--- src/rtl/f2o_pkg.sv ---
// f2o_pkg: shared types, constants and helpers for the FIFO read-side drain
package f2o_pkg;
    typedef enum logic [1:0] {EMPTY = 2'd0, ONE = 2'd1, TWO = 2'd2} drain_state_t;
    localparam int OUT_SLOTS = 2;
    function automatic logic [1:0] sat2(input logic [31:0] n);
        return n >= 32'd2 ? 2'd2 : n[1:0];
    endfunction
endpackage

--- src/rtl/f2o_slot_ctrl.sv ---
// f2o_slot_ctrl: occupancy state, accept count and FIFO pop count for the 2-slot stage
module f2o_slot_ctrl
    import f2o_pkg::*;
#(
    parameter int NUM_W = 6
) (
    input  logic             clk,
    input  logic             rst,
    input  logic             flush,
    input  logic             ready0,
    input  logic             ready1,
    input  logic [NUM_W-1:0] fifo_num,
    output drain_state_t     state,
    output logic [1:0]       k,
    output logic [1:0]       remain,
    output logic [1:0]       take,
    output logic             rd_first,
    output logic             rd_second
);
    drain_state_t nxt;
    logic [1:0] cnt, free, avail;
    logic acc0, acc1;
    always_ff @(posedge clk)
        state <= rst ? EMPTY : nxt;
    always_comb begin
        cnt = state;
        acc0 = state != EMPTY && ready0;
        acc1 = acc0 && state == TWO && ready1;
        k = {1'b0, acc0} + {1'b0, acc1};
        remain = cnt - k;
        free = 2'(OUT_SLOTS) - remain;
        avail = sat2(32'(fifo_num));
        take = (rst || flush) ? 2'd0 : (free < avail ? free : avail);
        nxt = flush ? EMPTY : drain_state_t'(remain + take);
        rd_first = take != 2'd0;
        rd_second = take == 2'd2;
    end
endmodule

--- src/rtl/f2o_drain.sv ---
// f2o_drain: in-order 0/1/2-per-cycle FIFO drain into a 2-lane registered output stage (F2O_DRAIN_PERF_EN adds perf counters)
module f2o_drain
    import f2o_pkg::*;
#(
    parameter int FIFO_SIZE_WIDTH = 5,
    parameter int FIFO_DATA_WIDTH = 5
) (
    input  logic                       clk,
    input  logic                       rst,
    input  logic                       flush_i,
    input  logic [FIFO_SIZE_WIDTH:0]   fifo_num_i,
    input  logic [FIFO_DATA_WIDTH-1:0] fifo_rdata_first_i,
    input  logic [FIFO_DATA_WIDTH-1:0] fifo_rdata_second_i,
    output logic                       fifo_rd_first_en_o,
    output logic                       fifo_rd_second_en_o,
    output logic                       out_valid0_o,
    output logic                       out_valid1_o,
    output logic [FIFO_DATA_WIDTH-1:0] out_data0_o,
    output logic [FIFO_DATA_WIDTH-1:0] out_data1_o,
`ifdef F2O_DRAIN_PERF_EN
    output logic [31:0]                perf_pop_cnt_o,
    output logic [31:0]                perf_stall_cnt_o,
`endif
    input  logic                       out_ready0_i,
    input  logic                       out_ready1_i
);
    drain_state_t state;
    logic [1:0] k, remain, take;
    logic [FIFO_DATA_WIDTH-1:0] nxt0, nxt1;
    f2o_slot_ctrl #(.NUM_W(FIFO_SIZE_WIDTH + 1)) u_ctrl (
        .clk(clk),
        .rst(rst),
        .flush(flush_i),
        .ready0(out_ready0_i),
        .ready1(out_ready1_i),
        .fifo_num(fifo_num_i),
        .state(state),
        .k(k),
        .remain(remain),
        .take(take),
        .rd_first(fifo_rd_first_en_o),
        .rd_second(fifo_rd_second_en_o)
    );
    assign out_valid0_o = state != EMPTY;
    assign out_valid1_o = state == TWO;
    // survivor shifts into slot0 first, popped entries fill behind it in FIFO order
    always_comb begin
        nxt0 = remain == 2'd1 ? (k == 2'd1 ? out_data1_o : out_data0_o)
             : (remain == 2'd0 && take != 2'd0) ? fifo_rdata_first_i : out_data0_o;
        nxt1 = remain == 2'd1 ? (take != 2'd0 ? fifo_rdata_first_i : out_data1_o)
             : (remain == 2'd0 && take == 2'd2) ? fifo_rdata_second_i : out_data1_o;
    end
    always_ff @(posedge clk) begin
        out_data0_o <= rst ? '0 : nxt0;
        out_data1_o <= rst ? '0 : nxt1;
    end
`ifdef F2O_DRAIN_PERF_EN
    always_ff @(posedge clk) begin
        perf_pop_cnt_o <= rst ? 32'd0 : perf_pop_cnt_o + 32'(take);
        perf_stall_cnt_o <= rst ? 32'd0
                          : perf_stall_cnt_o + 32'(state == TWO && !out_ready0_i);
    end
`endif
endmodule

--- config.mk ---
export PLATFORM = sky130hd
export DESIGN_NAME = f2o_drain
export DESIGN_NICKNAME = d
export VERILOG_FILES = /design/src/rtl/f2o_pkg.sv /design/src/rtl/f2o_slot_ctrl.sv /design/src/rtl/f2o_drain.sv
export SDC_FILE = /design/constraint.sdc
export NUM_CORES = 1
export LEC_CHECK = 0
export CAP_MARGIN = 10
export CORE_UTILIZATION = 45
export DETAILED_ROUTE_END_ITERATION = 10
export PLACE_DENSITY = 0.83
export SETUP_SLACK_MARGIN = 0.1
export SLEW_MARGIN = 20
export SYNTH_ARGS = -nofsm -noshare
export SYNTH_HDL_FRONTEND = slang
export SYNTH_HIERARCHICAL = 1
export SYNTH_SLANG_ARGS = --single-unit
--- constraint.sdc ---
create_clock -name clk -period 6.6 [get_ports clk]
set_input_delay 1.32 -clock clk [delete_from_list [all_inputs] [get_ports clk]]
set_output_delay 1.32 -clock clk [all_outputs]
set_load 0.05 [all_outputs]
==> flow_summary.yaml <==
yosys:
  synth_edf_count: 0
  yosysUniqueCellTypes: 36
  synth_cells: 89
  synthesis.area_sq_um: 855.8
  synth_seq_cells: 12
  synthesis.nets: 115
  synth_compound_area_share_pct: 25.58
  post_synth_fa_ha_maj_area_fraction_pct: 7.310
  seq_area_frac_synth_pct: 28.07
  async_reset_ff_share_pct: 0
  synth-xor-area-share_pct: 5.994
  synthSimpleGateAreaFrac_pct: 17.98
  syn_avg_cell_area_sq_um: 9.616
  yosysWarnings: 6
  muxShareOfSynthArea_pct: 7.456
  synth_flop_cell: "dfxtp_1"
  synth_top_family_by_area: "compound AO/OA/AOI/OAI gates"
cells_and_area:
  diodes: 0
  layout-drive-gt1-share_pct: 12.90
  finish.utilization_pct: 71.25
  final_cell_mix: "clkdlybuf4s50_1 (34), a211oi_1 (14), dfxtp_1 (12)"
  stdcell_area_sq_mm: 0.001244
  final_common_cell: "clkdlybuf4s50_1"
  area_growth_pct: 45.32
  fin_cells: 149
  nets: 151
clocking:
  cts.sink_count: 12
  numCtsBuffers: 3
  cts_tree: "built"
  cts-root-buf: "clkbuf_4"
  htreeDepth: 1
  postCtsHoldBufs: 0
  cts-resized-gates: 0
  cts_max_path_buffers: 2
  clk_latency_ns: 0.27
  clk_pin_slew_ns: 0.09
  post-cts-setup-buffers: 0
power_and_ir_drop:
  peakVddDrop_mv: 0.3474
  power.density_mw_per_mm2: 528.8
  p_leak_nw: 0.4827
placed_design:
  placed_cells: 145
  hpwl_mm: 1.541
  finalWeightedCongestion: 0.7894
  port-buffer-count: 34
  pre_cts_slack_ns: 0.6084
  placed_area_sq_mm: 0.001207
setup_path:
  worstPathRequired_ns: 5.28
  path_max_fanout: 15
  crit_arrival_ns: 4.68
  critPathKind: "in -> out"
  worstSetupStartpointType: "primary input"
  cp-end-kind: "primary output"
sta:
  slew_violations: 0
  clock.fmax_ghz: 0.1667
  setup_ws_ns: 0.6009
  rsz0062_at_grt: "false"
  slew_headroom_pct: 61.30
  setup_tns_ns: 0
  post-route-period-util_pct: 90.90
  tightestPinTransition_ns: 0.5751
  hold_viol: 0
  fin_worst_skew_ns: 0.008425
  final.min_clock_period_ns: 5.999
  setup_viol: 0
floorplan:
  core-area_sq_mm: 0.001745
  rows: 15
  num_io_pins: 35
  die_w_um: 45.61
  fp.dieH_um: 45.61
  start_util_pct: 49.03
  die-area_sq_mm: 0.002080
flow_run:
  maxCapViolations: 0
route:
  via_per_inst: 5.242
  drc: 0
  drt_iter0_drc: 2
  firstDrtPassIters: 4
  num_vias: 781
  ant_nets: 0
  wire_per_inst_um: 12.84
  wirelength_mm: 1.913
grt:
  grt_overflow_total: 0
  grt_pass1_wl_mm: 3.132
  grt_max_degree: 18
  grt_pass1_vias: 772
  grt_use_total_pct: 20.75
  antenna_found_initial: 0
worst_hold_path:
  hold_path_class: "reg -> reg"
status:
  status: "complete, no violations"
per-layer routing:
layer,track usage (%),part of all wire [%],vias to the layer above
met5,0,0,-
met4,5.455,0,0
met1,24.94,47,351
met2,36.00,48,25
li1,-,-,405
met3,5.556,5.3,0
cell usage after synthesis (2+ instances only):
library cell / count / area (sq um)
o21a_1: 2 / 15.01
a211oi_1: 14 / 105.1
dfxtp_1: 12 / 240.2
nor2_1: 3 / 11.26
inv_1: 9 / 33.78
nor3_1: 2 / 10.01
nor2b_1: 2 / 12.51
a2111oi_2: 2 / 30.03
ha_1: 5 / 62.56
a2111oi_1: 3 / 30.03
mux2i_1: 5 / 50.05
xnor2_1: 2 / 17.52
and3b_1: 5 / 43.79
path summary, 6_finish.rpt:
check                       start                  end  slack, ns  cells past startpoint
setup / recovery     out_ready0_i  fifo_rd_second_en_o       0.60                     11
hold / removal     out_data1_o[4]       out_data1_o[4]       0.48                      2
setup reg to reg  u_ctrl/state[0]       out_data1_o[1]       2.98                     13
hold reg to reg    out_data1_o[4]       out_data1_o[4]       0.48                      2
registers in the layout, indices dropped and copies added (netlist names):
| name | cells |
|---|---|
| out_data1_o | 5 |
| u_ctrl/state | 2 |
| out_data0_o | 5 |
per-stage QoR:
step	total power [mW]	hold WS, ns
after floorplan	0.4906	0.6830
after global routing	0.7046	0.5137
after global placement	0.5910	0.4624
final	0.6576	0.4814
after CTS	0.6625	0.4842
after detailed placement	0.6019	0.4670
final cells by class:
type / instances / area [sq um]
multi-input cells: 63 / 550.5
fillers: 143 / 501.7
repair buffers: 35 / 347.8
flip-flops and latches: 12 / 240.2
inverters: 10 / 37.54
clock buffers: 4 / 36.28
well taps: 25 / 31.28
where the power goes:
part | leakage, nW | internal (mW) | switching [mW]
logic | 0.363 | 0.189 | 0.293
clock network | 0.0210 | 0.0334 | 0.0253
registers | 0.0982 | 0.100 | 0.0172
total | 0.483 | 0.322 | 0.335
kinds of logic (layout without fill, tap and decap cells):
family / Yosys count / in the layout
compound gates: 26 / 26
simple gates: 22 / 22
buf+inv: 14 / 49
flops: 12 / 12
mux: 6 / 6
fa+ha+maj: 5 / 5
xor+xnor: 4 / 4
worst max-delay path, stage by stage:
cell and delay (ns):
clkdlybuf4s50_1 0.42, and4_2 0.24, ha_1 0.29, ha_1 0.20
xor3_2 0.37, xnor2_1 0.26, ha_1 0.26, nor2b_1 0.13
a31oi_1 0.23, o21a_1 0.16, clkdlybuf4s50_1 0.79
(Power assumes the default switching activity.)
